<file path="src/rtl/ascii_hex_cmd_parser_pkg.sv">
// Shared constants and types for the ASCII hex command parser.
//   - ASCII control/response characters
//   - response state encoding and response-byte index type
//   - resp_byte(): maps (success, index) onto the "OK<CR><LF>" or "ER<CR><LF>" response
package ascii_hex_cmd_parser_pkg;

  localparam logic [7:0] AsciiCr = 8'h0D;
  localparam logic [7:0] AsciiLf = 8'h0A;
  localparam logic [7:0] AsciiBs = 8'h08;
  localparam logic [7:0] AsciiSp = 8'h20;
  localparam logic [7:0] AsciiO  = 8'h4F;
  localparam logic [7:0] AsciiK  = 8'h4B;
  localparam logic [7:0] AsciiE  = 8'h45;
  localparam logic [7:0] AsciiR  = 8'h52;

  typedef enum logic [0:0] {
    StCollect,
    StResp
  } state_e;

  typedef logic [1:0] resp_idx_t;

  localparam resp_idx_t RespIdxLast = 2'd3;

  // Response ROM: byte idx of "OK<CR><LF>" (ok=1) or "ER<CR><LF>" (ok=0).
  function automatic logic [7:0] resp_byte(input logic ok, input resp_idx_t idx);
    logic [7:0] b;
    unique case (idx)
      2'd0:    b = ok ? AsciiO : AsciiE;
      2'd1:    b = ok ? AsciiK : AsciiR;
      2'd2:    b = AsciiCr;
      default: b = AsciiLf;
    endcase
    return b;
  endfunction

endpackage

</file>
<file path="src/rtl/ascii_hex_cmd_parser_if.sv">
// Bus bundle between the UART byte stream, the command parser and the display/TX side.
//   rx_data/rx_valid   : received byte strobe (into parser)
//   rx_drop            : byte discarded while busy (out of parser)
//   value/value_valid  : accepted command value and its update pulse
//   digit_cnt          : digits collected in the current command
//   cmd_err            : errored-command pulse
//   tx_data/tx_valid   : response byte stream (out of parser), tx_ready back-pressure (in)
// Modports: slave = parser view, master = environment view.
interface ascii_hex_cmd_parser_if #(
  parameter int unsigned DIGITS = 4
);
  localparam int unsigned VALUE_W = 4 * DIGITS;

  logic [7:0]         rx_data;
  logic               rx_valid;
  logic               rx_drop;
  logic [VALUE_W-1:0] value;
  logic               value_valid;
  logic [2:0]         digit_cnt;
  logic               cmd_err;
  logic [7:0]         tx_data;
  logic               tx_valid;
  logic               tx_ready;

  modport slave (
    input  rx_data, rx_valid, tx_ready,
    output rx_drop, value, value_valid, digit_cnt, cmd_err, tx_data, tx_valid
  );

  modport master (
    output rx_data, rx_valid, tx_ready,
    input  rx_drop, value, value_valid, digit_cnt, cmd_err, tx_data, tx_valid
  );

endinterface

</file>
<file path="src/rtl/ascii_hex_cmd_parser_hex_ascii_decode.sv">
// Combinational ASCII hex character decoder.
//   byte_i   : input character
//   is_hex_o : 1 for '0'-'9', 'A'-'F', 'a'-'f'
//   nibble_o : decoded value (0 when not hex)
module ascii_hex_cmd_parser_hex_ascii_decode (
  input  logic [7:0] byte_i,
  output logic       is_hex_o,
  output logic [3:0] nibble_o
);

  always_comb begin
    is_hex_o = 1'b0;
    nibble_o = 4'h0;
    if (byte_i >= 8'h30 && byte_i <= 8'h39) begin
      // '0'..'9'
      is_hex_o = 1'b1;
      nibble_o = 4'(byte_i - 8'h30);
    end else if (byte_i >= 8'h41 && byte_i <= 8'h46) begin
      // 'A'..'F' -> 10..15
      is_hex_o = 1'b1;
      nibble_o = 4'(byte_i - 8'h37);
    end else if (byte_i >= 8'h61 && byte_i <= 8'h66) begin
      // 'a'..'f' -> 10..15
      is_hex_o = 1'b1;
      nibble_o = 4'(byte_i - 8'h57);
    end
  end

endmodule

</file>
<file path="src/rtl/ascii_hex_cmd_parser.sv">
// ASCII hex command parser: assembles CR-terminated commands of 1..DIGITS hex digits from the
// UART RX byte stream and presents the value to the display driver.
// Ports:
//   clk    : rising-edge clock
//   rst_n  : synchronous active-low reset
//   bus_io : ascii_hex_cmd_parser_if.slave (rx stream in, value/status out, tx response out)
// Parameters: DIGITS (max digits, value width 4*DIGITS), CR_CHAR (terminator).
// Build option: define ASCII_HEX_ACK_EN to build the OK/ER <CR><LF> response path and rx_drop;
// otherwise tx_data/tx_valid/rx_drop are tied low and tx_ready is ignored.
module ascii_hex_cmd_parser
  import ascii_hex_cmd_parser_pkg::*;
#(
  parameter int unsigned DIGITS  = 4,
  parameter logic [7:0]  CR_CHAR = 8'h0D
) (
  input logic                   clk,
  input logic                   rst_n,
  ascii_hex_cmd_parser_if.slave bus_io
);

  localparam int unsigned VALUE_W = 4 * DIGITS;
  localparam logic [2:0]  MaxCnt  = 3'(DIGITS);

  logic [VALUE_W-1:0] acc_q, acc_d;
  logic [VALUE_W-1:0] value_q, value_d;
  logic [2:0]         cnt_q, cnt_d;
  logic               err_q, err_d;
  logic               value_valid_q, value_valid_d;
  logic               cmd_err_q, cmd_err_d;

  logic               busy;
  logic               rx_take;
  logic               is_hex;
  logic [3:0]         nibble;

  ascii_hex_cmd_parser_hex_ascii_decode u_decode (
    .byte_i   (bus_io.rx_data),
    .is_hex_o (is_hex),
    .nibble_o (nibble)
  );

  // Bytes arriving while a response is in flight never reach the collector.
  assign rx_take = bus_io.rx_valid && !busy;

  // Command collector datapath.
  always_comb begin
    acc_d         = acc_q;
    cnt_d         = cnt_q;
    err_d         = err_q;
    value_d       = value_q;
    value_valid_d = 1'b0;
    cmd_err_d     = 1'b0;
    if (rx_take) begin
      if (bus_io.rx_data == CR_CHAR) begin
        acc_d = '0;
        cnt_d = 3'd0;
        err_d = 1'b0;
        if (err_q) begin
          cmd_err_d = 1'b1;
        end else if (cnt_q != 3'd0) begin
          value_d       = acc_q;
          value_valid_d = 1'b1;
        end
      end else if (is_hex) begin
        if (!err_q) begin
          if (cnt_q < MaxCnt) begin
            acc_d = (acc_q << 4) | VALUE_W'(nibble);
            cnt_d = cnt_q + 3'd1;
          end else begin
            // Overflow: keep the collected digits, poison the command.
            err_d = 1'b1;
          end
        end
      end else if (bus_io.rx_data == AsciiBs) begin
        if (!err_q && cnt_q != 3'd0) begin
          acc_d = acc_q >> 4;
          cnt_d = cnt_q - 3'd1;
        end
      end else if (bus_io.rx_data == AsciiLf || bus_io.rx_data == AsciiSp) begin
        // Whitespace is ignored.
      end else begin
        err_d = 1'b1;
      end
    end
  end

  always_ff @(posedge clk) begin
    if (!rst_n) begin
      acc_q         <= '0;
      cnt_q         <= 3'd0;
      err_q         <= 1'b0;
      value_q       <= '0;
      value_valid_q <= 1'b0;
      cmd_err_q     <= 1'b0;
    end else begin
      acc_q         <= acc_d;
      cnt_q         <= cnt_d;
      err_q         <= err_d;
      value_q       <= value_d;
      value_valid_q <= value_valid_d;
      cmd_err_q     <= cmd_err_d;
    end
  end

  assign bus_io.value       = value_q;
  assign bus_io.value_valid = value_valid_q;
  assign bus_io.digit_cnt   = cnt_q;
  assign bus_io.cmd_err     = cmd_err_q;

`ifdef ASCII_HEX_ACK_EN

  state_e    state_q, state_d;
  logic      resp_ok_q, resp_ok_d;
  resp_idx_t idx_q, idx_d;
  logic      rx_drop_q, rx_drop_d;

  always_comb begin
    state_d   = state_q;
    resp_ok_d = resp_ok_q;
    idx_d     = idx_q;
    rx_drop_d = 1'b0;
    unique case (state_q)
      StCollect: begin
        // Only CRs that produce a pulse get a response; an empty command stays silent.
        if (value_valid_d || cmd_err_d) begin
          state_d   = StResp;
          resp_ok_d = value_valid_d;
          idx_d     = '0;
        end
      end
      StResp: begin
        rx_drop_d = bus_io.rx_valid;
        if (bus_io.tx_ready) begin
          if (idx_q == RespIdxLast) begin
            state_d = StCollect;
          end else begin
            idx_d = idx_q + 2'd1;
          end
        end
      end
      default: state_d = StCollect;
    endcase
  end

  always_ff @(posedge clk) begin
    if (!rst_n) begin
      state_q   <= StCollect;
      resp_ok_q <= 1'b0;
      idx_q     <= '0;
      rx_drop_q <= 1'b0;
    end else begin
      state_q   <= state_d;
      resp_ok_q <= resp_ok_d;
      idx_q     <= idx_d;
      rx_drop_q <= rx_drop_d;
    end
  end

  assign busy            = (state_q == StResp);
  assign bus_io.tx_valid = busy;
  assign bus_io.tx_data  = busy ? resp_byte(resp_ok_q, idx_q) : 8'h00;
  assign bus_io.rx_drop  = rx_drop_q;

`else

  logic unused_tx_ready;

  assign unused_tx_ready = bus_io.tx_ready;
  assign busy            = 1'b0;
  assign bus_io.tx_valid = 1'b0;
  assign bus_io.tx_data  = 8'h00;
  assign bus_io.rx_drop  = 1'b0;

`endif

endmodule

</file>
<file path="src/flat_wrapper.sv">
// flat-port wrapper written by rule: the top's interface ports become plain ports
module ascii_hex_cmd_parser_flat import ascii_hex_cmd_parser_pkg::*;
#(
  parameter int unsigned DIGITS  = 4,
  parameter logic [7:0]  CR_CHAR = 8'h0D
)
  (clk, rst_n, bus_io_rx_data, bus_io_rx_valid, bus_io_tx_ready, bus_io_rx_drop, bus_io_value, bus_io_value_valid, bus_io_digit_cnt, bus_io_cmd_err, bus_io_tx_data, bus_io_tx_valid);
  ascii_hex_cmd_parser_if #(.DIGITS(DIGITS)) bus_io_i ();
  input logic clk;
  input logic rst_n;
  input wire logic [$bits(bus_io_i.rx_data)-1:0] bus_io_rx_data;
  input wire logic [$bits(bus_io_i.rx_valid)-1:0] bus_io_rx_valid;
  input wire logic [$bits(bus_io_i.tx_ready)-1:0] bus_io_tx_ready;
  output wire logic [$bits(bus_io_i.rx_drop)-1:0] bus_io_rx_drop;
  output wire logic [$bits(bus_io_i.value)-1:0] bus_io_value;
  output wire logic [$bits(bus_io_i.value_valid)-1:0] bus_io_value_valid;
  output wire logic [$bits(bus_io_i.digit_cnt)-1:0] bus_io_digit_cnt;
  output wire logic [$bits(bus_io_i.cmd_err)-1:0] bus_io_cmd_err;
  output wire logic [$bits(bus_io_i.tx_data)-1:0] bus_io_tx_data;
  output wire logic [$bits(bus_io_i.tx_valid)-1:0] bus_io_tx_valid;
  assign bus_io_i.rx_data = bus_io_rx_data;
  assign bus_io_i.rx_valid = bus_io_rx_valid;
  assign bus_io_i.tx_ready = bus_io_tx_ready;
  assign bus_io_rx_drop = bus_io_i.rx_drop;
  assign bus_io_value = bus_io_i.value;
  assign bus_io_value_valid = bus_io_i.value_valid;
  assign bus_io_digit_cnt = bus_io_i.digit_cnt;
  assign bus_io_cmd_err = bus_io_i.cmd_err;
  assign bus_io_tx_data = bus_io_i.tx_data;
  assign bus_io_tx_valid = bus_io_i.tx_valid;
  ascii_hex_cmd_parser #(.DIGITS(DIGITS), .CR_CHAR(CR_CHAR)) u_core (.clk(clk), .rst_n(rst_n), .bus_io(bus_io_i));
endmodule
</file>
<file path="config.mk">
export PLATFORM = sky130hd
export DESIGN_NAME = ascii_hex_cmd_parser_flat
export DESIGN_NICKNAME = d
export VERILOG_FILES = /design/src/rtl/ascii_hex_cmd_parser_pkg.sv /design/src/rtl/ascii_hex_cmd_parser_if.sv /design/src/rtl/ascii_hex_cmd_parser_hex_ascii_decode.sv /design/src/rtl/ascii_hex_cmd_parser.sv /design/src/flat_wrapper.sv
export SDC_FILE = /design/constraint.sdc
export NUM_CORES = 1
export LEC_CHECK = 0
export CAP_MARGIN = 10
export CORE_ASPECT_RATIO = 0.75
export CORE_MARGIN = 4
export CORE_UTILIZATION = 48
export CTS_BUF_LIST = sky130_fd_sc_hd__clkbuf_8
export CTS_CLUSTER_DIAMETER = 120
export CTS_CLUSTER_SIZE = 24
export DETAILED_ROUTE_END_ITERATION = 8
export GPL_TIMING_DRIVEN = 0
export PLACE_DENSITY = 0.86
export SLEW_MARGIN = 5
export SYNTH_ARGS = -nofsm -noshare
export SYNTH_HDL_FRONTEND = slang
export SYNTH_SLANG_ARGS = --single-unit
</file>
<file path="constraint.sdc">
create_clock -name clk -period 3 [get_ports clk]
set_clock_uncertainty 0.15 [all_clocks]
set_input_delay 0.6 -clock clk [delete_from_list [all_inputs] [get_ports clk]]
set_output_delay 0.6 -clock clk [all_outputs]
set_load 0.05 [all_outputs]
</file>
==> results of run 1 <==
## power by group
part	total (mW)	internal, mW	switching (mW)
logic	0.133	0.0463	0.0864
registers	0.510	0.507	0.00335
clock network	0.427	0.245	0.182
## synth_stat cells, types with 2 or more instances
master / instances / area share
nand4_1: 10 / 0.031
nand2b_1: 2 / 0.0061
a22o_1: 2 / 0.0086
o21a_1: 2 / 0.0073
or3_1: 3 / 0.0092
buf_4: 10 / 0.037
clkbuf_1: 5 / 0.0092
nand2_1: 5 / 0.0092
o31ai_1: 9 / 0.033
and3_1: 3 / 0.0092
dfxtp_1: 38 / 0.37
o21ai_0: 3 / 0.0073
xnor2_1: 2 / 0.0086
inv_1: 4 / 0.0073
buf_6: 4 / 0.022
a21oi_1: 9 / 0.022
mux2i_1: 24 / 0.12
ha_1: 5 / 0.031
o2111ai_1: 5 / 0.021
nor2_1: 22 / 0.040
nand3_1: 11 / 0.027
a211o_1: 3 / 0.013
buf_2: 2 / 0.0049
## layout by cell type (no fill, tap or decap), drive strengths merged, types with 2 or more instances in the layout
master and count:
dfxtp 38, clkdlybuf4s50 26, mux2i 24, nor2 23, buf 21, nand3 11, nand4 10, conb 10
a21oi 10, clkbuf 10, o31ai 9, nand2 6, o2111ai 5, ha 5, o21ai 5, inv 4
or3 4, a211o 3, and3 3, clkinv 3, nand2b 2, xnor2 2, o21a 2, a22o 2
nor4b 2, o211ai 2, nor3 2
## logic make-up (layout without fill, tap and decap cells)
group / after synthesis / after routing / synth area share
other cells: 1 / 10 / 0.00183
buf+inv: 27 / 68 / 0.0838
fa+ha+maj: 5 / 5 / 0.0306
compound gates: 47 / 47 / 0.176
mux: 24 / 24 / 0.118
simple gates: 71 / 71 / 0.209
xor+xnor: 2 / 2 / 0.00857
flops: 38 / 38 / 0.372
## layer usage
layer | share of wire | wire length, um | vias to the layer above
li1 | - | - | 877
met2 | 0.44 | 2140 | 84
met1 | 0.46 | 2220 | 835
met3 | 0.092 | 446 | 6
met4 | 0.0091 | 44 | 0
met5 | 0 | 0 | -
## per-stage QoR
step / setup TNS [ns] / setup slack, ns / std cells / hold slack [ns]
after global placement: -1.29 / -0.810 / 308 / 0.323
after CTS: 0 / 0.00953 / 318 / 0.348
final: 0 / 0.138 / 320 / 0.345
after detailed placement: -1.66 / -0.874 / 308 / 0.336
after global routing: 0 / 0.0148 / 320 / 0.382
after floorplan: 0 / 0.0165 / 224 / 0.302
## cell type report
cell class / count / area (um^2)
clock inverters: 3 / 40.0
repair buffers: 33 / 322
plain buffers: 22 / 153
inverters: 5 / 18.8
clock buffers: 5 / 68.8
fillers: 334 / 1480
flip-flops and latches: 38 / 761
well taps: 55 / 68.8
multi-input cells: 159 / 1160
## flip-flops by register name (all words and copies together), names as in the netlist
register	count
u_core.acc_q	16
u_core.bus_io.value_valid	1
u_core.err_q	1
u_core.bus_io.cmd_err	1
u_core.bus_io.value	16
u_core.bus_io.digit_cnt	3
## worst paths after layout
check | from | to | slack, ns
worst max-delay path | bus_io_rx_data[0] | u_core.bus_io.digit_cnt[2] | 0.14
worst min-delay path | u_core.acc_q[0] | u_core.acc_q[0] | 0.34
worst max register to register | u_core.bus_io.digit_cnt[2] | u_core.acc_q[1] | 1.04
worst min register to register | u_core.acc_q[0] | u_core.acc_q[0] | 0.34
## what timing repair did
action / CTS / global route
resized for setup: 6 / 2
setup endpoints to repair: 2 / 1
hold endpoints to repair: 0 / 0
hold buffers: 0 / 0
pin swaps: 2 / 2
setup buffers: 2 / 2
## critical path: stages
cell             delay, ns
clkdlybuf4s15_1       0.27
inv_1                 0.09
ha_1                  0.24
o21ba_1               0.25
o21ai_4               0.19
nand2_4               0.08
xnor2_1               0.13
ha_1                  0.20
or4_4                 0.52
a22o_1                0.21
o211ai_2              0.15
==> metrics.yaml, run 1 <==
worst_setup_path:
  cp.required_ns: 3.07
  critPathKind: "primary input to flop"
  cp-start-kind: "primary input"
  endpoint_kind: "flop"
  cp_max_fo: 5
  arrival_ns: 2.93
  reg2regPathDepth: 6
die:
  die_w_um: 83.4
  dieArea_um2: 5380
  ios: 43
  core-area_um2: 4080
  start_util: 0.501
  dieHeight_um: 64.5
  num_rows: 20
power:
  power_density_nw_per_um2: 412
  irDropWorstVdd_mv: 0.353
  power_leakage_nw: 1.16
  power.total_mw: 1.07
clock_tree:
  cts_tree: "done"
  clk_path_buf_depth: 2
  htreeDepth: 2
  cts_sinks: 38
  clk-insertion-delay-late_ns: 0.29
  clk_pin_slew_worst_paths_ns: 0.08
  cts_root_buffer: "clkbuf_8"
  cts_buffers: 5
synth:
  ys_warn_count: 0
  ys_seq_area_frac: 0.372
  synth-main-ff-cell: "dfxtp_1"
  avgSynthCellArea_um2: 9.51
  syn-cell-area_um2: 2040
  async_flop_share: 0
  ys_ff_latch: 38
  synthCells: 215
  synth_cell_types: 55
  synth_edf_count: 0
sta:
  relSlewSlack: 0.663
  min_period_ns: 2.86
  fmax_ghz: 0.349
  slew_violations: 0
  finalHoldViolCount: 0
  worst_slew_pin_slew_ns: 0.504
  setup_violations: 0
  fin_crit_sh: 0.954
  rsz0062_at_grt: "false"
global_route:
  busiest_layer: "met2"
  grt_overflow: 0
  antenna_found_initial: 0
  grt_pass1_wl_um: 8280
  grt_pass1_vias: 1673
  gr-usage-met2: 0.291
  grt_max_degree: 13
  grt_use_met1: 0.266
  grt_use_met3: 0.0508
  grt_use_total: 0.190
outcome:
  run_status: "complete, no violations"
route:
  drt_iter0_drc: 202
  vias_per_cell: 5.63
  drc: 0
  routed_wl_um: 4850
  vias: 1802
  antenna_left: 0
  firstDrtPassIters: 4
  wire_per_inst_um: 15.2
final_layout:
  num-nets-final: 281
  antennaDiodeCount: 0
  drive_gt1_frac: 0.166
  fin_area_um2: 2600
  syn_to_final_growth_pct: 27.0
  utilization: 0.637
placed_design:
  port_buffers: 29
  place_area_um2: 2440
  hpwlAfterDp_um: 3630
  place.gp.congestion: 0.857
job:
  max_cap_violations: 0
min_path:
  min_path_cells: 2
  hold_path.class: "flop to flop"
Power figures use the tool's default switching activity.
==> run 2, diff against run 1 <==
--- a/config.mk
+++ b/config.mk
@@ -6,15 +6,17 @@
 export NUM_CORES = 1
 export LEC_CHECK = 0
 export CAP_MARGIN = 10
+export CELL_PAD_IN_SITES_DETAIL_PLACEMENT = 0
+export CELL_PAD_IN_SITES_GLOBAL_PLACEMENT = 1
 export CORE_ASPECT_RATIO = 0.75
-export CORE_MARGIN = 4
-export CORE_UTILIZATION = 48
+export CORE_MARGIN = 2
+export CORE_UTILIZATION = 36
 export CTS_BUF_LIST = sky130_fd_sc_hd__clkbuf_8
 export CTS_CLUSTER_DIAMETER = 120
 export CTS_CLUSTER_SIZE = 24
 export DETAILED_ROUTE_END_ITERATION = 8
 export GPL_TIMING_DRIVEN = 0
-export PLACE_DENSITY = 0.86
+export PLACE_DENSITY = 0.85
 export SLEW_MARGIN = 5
 export SYNTH_ARGS = -nofsm -noshare
 export SYNTH_HDL_FRONTEND = slang
==> run 2 against run 1 <==
Core utilization fell by 15 points. Die area rose by 17%. Critical path type unchanged. Cell area up 0.58%. Non-clock buffer count down 1. Largest power group unchanged. First-iteration DRC count is 56% lower. Clock power shrank 2%. Power is 0.88% lower. Hold slack gained 0.0030 ns. Via count down 1.8%. Sequential power about the same. Maximum frequency is 1.0% higher. Final cell count increased by 5.9%.
==> metrics.yaml, run 2 (synthesis gave the netlist of run 1 again) <==
final_layout:
  final_common_cell: "dfxtp_1"
  fin_area_um2: 2610  # +0.58%
  final_cell_mix: "dfxtp_1 (38), clkdlybuf4s50_1 (26), mux2i_1 (24)"
  ff_latch_area_um2: 761  # unchanged
  drive_gt1_frac: 0.155  # -0.0107
  fillerInstances: 555  # +66%
  antennaDiodeCount: 0  # unchanged
  multi_input_area_um2: 1160  # unchanged
  num-nets-final: 280  # -0.36%
  syn_to_final_growth_pct: 27.7
worst_setup_path:
  regToRegSetupSlack_ns: 1.05  # about the same
  endpoint_kind: "flop"
  arrival_ns: 2.91  # -0.02 ns
  cp_max_fo: 5  # unchanged
  worst_r2r_endpoint: "u_core.acc_q[11]"
  cp.required_ns: 3.08  # about the same
  crit_start: "bus_io_rx_data[0]"
  cp-start-kind: "primary input"
  reg2regPathDepth: 6  # unchanged
  endpoint: "u_core.bus_io.digit_cnt[2]"
  rr_startpoint: "u_core.bus_io.digit_cnt[0]"
  critPathKind: "primary input to flop"
die:
  core-area_um2: 5410  # +33%
  num_rows: 23  # +15%
  die_w_um: 91.0  # +9.2%
  ios: 43  # unchanged
  dieArea_um2: 6300  # +17%
  dieHeight_um: 69.3  # +7.4%
  start_util: 0.378  # -0.123
sta:
  min_period_ns: 2.83  # -0.0283 ns
  fmax_ghz: 0.353  # +1.0%
  setup_violations: 0  # unchanged
  setup_ws_ns: 0.166  # +0.0283 ns
  fin_tns_setup_ns: 0  # unchanged
  finalHoldViolCount: 0  # unchanged
  relSlewSlack: 0.660  # -0.00364
  rsz0062_at_grt: "false"
  whs_ns: 0.348  # +0.00297 ns
  fin_crit_sh: 0.945  # -0.00945
  worst_slew_pin_slew_ns: 0.509  # +0.00544 ns
  slew_violations: 0  # unchanged
power:
  power_density_nw_per_um2: 406  # -1.5%
  power_leakage_nw: 1.16  # -0.22%
  power.total_mw: 1.06  # -0.88%
  irDropWorstVdd_mv: 0.306  # -13%
route:
  drc: 0  # unchanged
  routed_wl_um: 4900  # +1.0%
  antenna_left: 0  # unchanged
  vias_per_cell: 5.22  # -7.3%
  vias: 1769  # -1.8%
  wire_per_inst_um: 14.5  # -4.7%
  firstDrtPassIters: 4  # unchanged
  drt_iter0_drc: 88  # -56%
placed_design:
  place.gp.congestion: 0.838  # -2.2%
  place_area_um2: 2460  # +1.0%
  port_buffers: 29  # unchanged
  hpwlAfterDp_um: 3590  # -1.2%
  place_ws_ns: -0.892  # -0.0187 ns
clock_tree:
  htreeDepth: 2  # unchanged
  clk-insertion-delay-late_ns: 0.29  # about the same
  cts_root_buffer: "clkbuf_8"
  cts_buffers: 5  # unchanged
  cts_tree: "done"
  cts_sinks: 38  # unchanged
  clk_pin_slew_worst_paths_ns: 0.08  # about the same
  clk_path_buf_depth: 2  # unchanged
global_route:
  grt_overflow: 0  # unchanged
  grt_max_degree: 12  # -1
  grt_use_total: 0.163  # -0.0270
  antenna_found_initial: 0  # unchanged
  grt_pass1_vias: 1676  # +0.18%
  grt_pass1_wl_um: 8390  # +1.3%
outcome:
  run_status: "complete, no violations"
job:
  max_cap_violations: 0  # unchanged
min_path:
  hold_path.class: "flop to flop"
-- run 2: cell count changes in the layout (fill, tap and decap cells not counted) --
| cell | delta |
|---|---|
| buf_4 | -1 |
| clkinv_2 | -2 |
| inv_1 | +2 |
-- run 2: report_power, final --
group	internal, mW	switching, mW
clock network	0.242	0.177
logic	0.0456	0.0860
registers	0.507	0.00321
total	0.794	0.266
-- run 2: timing repair --
item,in CTS,in global routing
pin swaps,3,1
endpoints found under the hold margin,0,0
hold buffers,0,0
resized for setup,6,2
setup endpoints to repair,2,1
buffers inserted,3,0
-- run 2: worst min path at each step --
stage / from / to / slack, ns / depth (start not counted)
floorplan: u_core.acc_q[3] / u_core.acc_q[3] / 0.30 / 2
global placement: u_core.err_q / u_core.err_q / 0.32 / 2
detailed placement: u_core.err_q / u_core.err_q / 0.33 / 2
CTS: u_core.err_q / u_core.err_q / 0.35 / 2
global route: u_core.err_q / u_core.err_q / 0.37 / 2
finish: u_core.err_q / u_core.err_q / 0.35 / 2
-- run 2: stage by stage --
| step | utilization | instances |
|---|---|---|
| floorplan | - | 224 |
| CTS | 0.482 | 339 |
| detailed placement | 0.455 | 328 |
| finish | 0.483 | 339 |
| global placement | 0.455 | 328 |
| global route | 0.483 | 339 |
-- run 2: final cells by class --
class                           count  share of cell area
Multi-Input combinational cell    159               0.446
Tap cell                           75              0.0359
Timing Repair Buffer               32               0.120
Clock inverter                      3              0.0144
Sequential cell                    38               0.291
Buffer                             22              0.0585
Inverter                            5             0.00719
Clock buffer                        5              0.0264
-- run 2: critical path, cell delays in order --
cell and delay [ns]:
clkdlybuf4s15_1 0.27, inv_1 0.09, ha_1 0.24, o21ba_1 0.25, o21ai_4 0.19, nand2_4 0.07
xnor2_1 0.14, ha_1 0.19, or4_4 0.51, a22o_1 0.21, o211ai_2 0.15
-- run 2: metal layers --
| metal | vias up | routed length [um] | share of wire | track usage |
|---|---|---|---|---|
| met2 | 61 | 2050 | 0.42 | 0.218 |
| met4 | 0 | 29 | 0.0059 | 0.0572 |
| met5 | - | 0 | 0 | 0 |
| met1 | 825 | 2470 | 0.50 | 0.247 |
| met3 | 4 | 354 | 0.072 | 0.0435 |
| li1 | 879 | - | - | - |
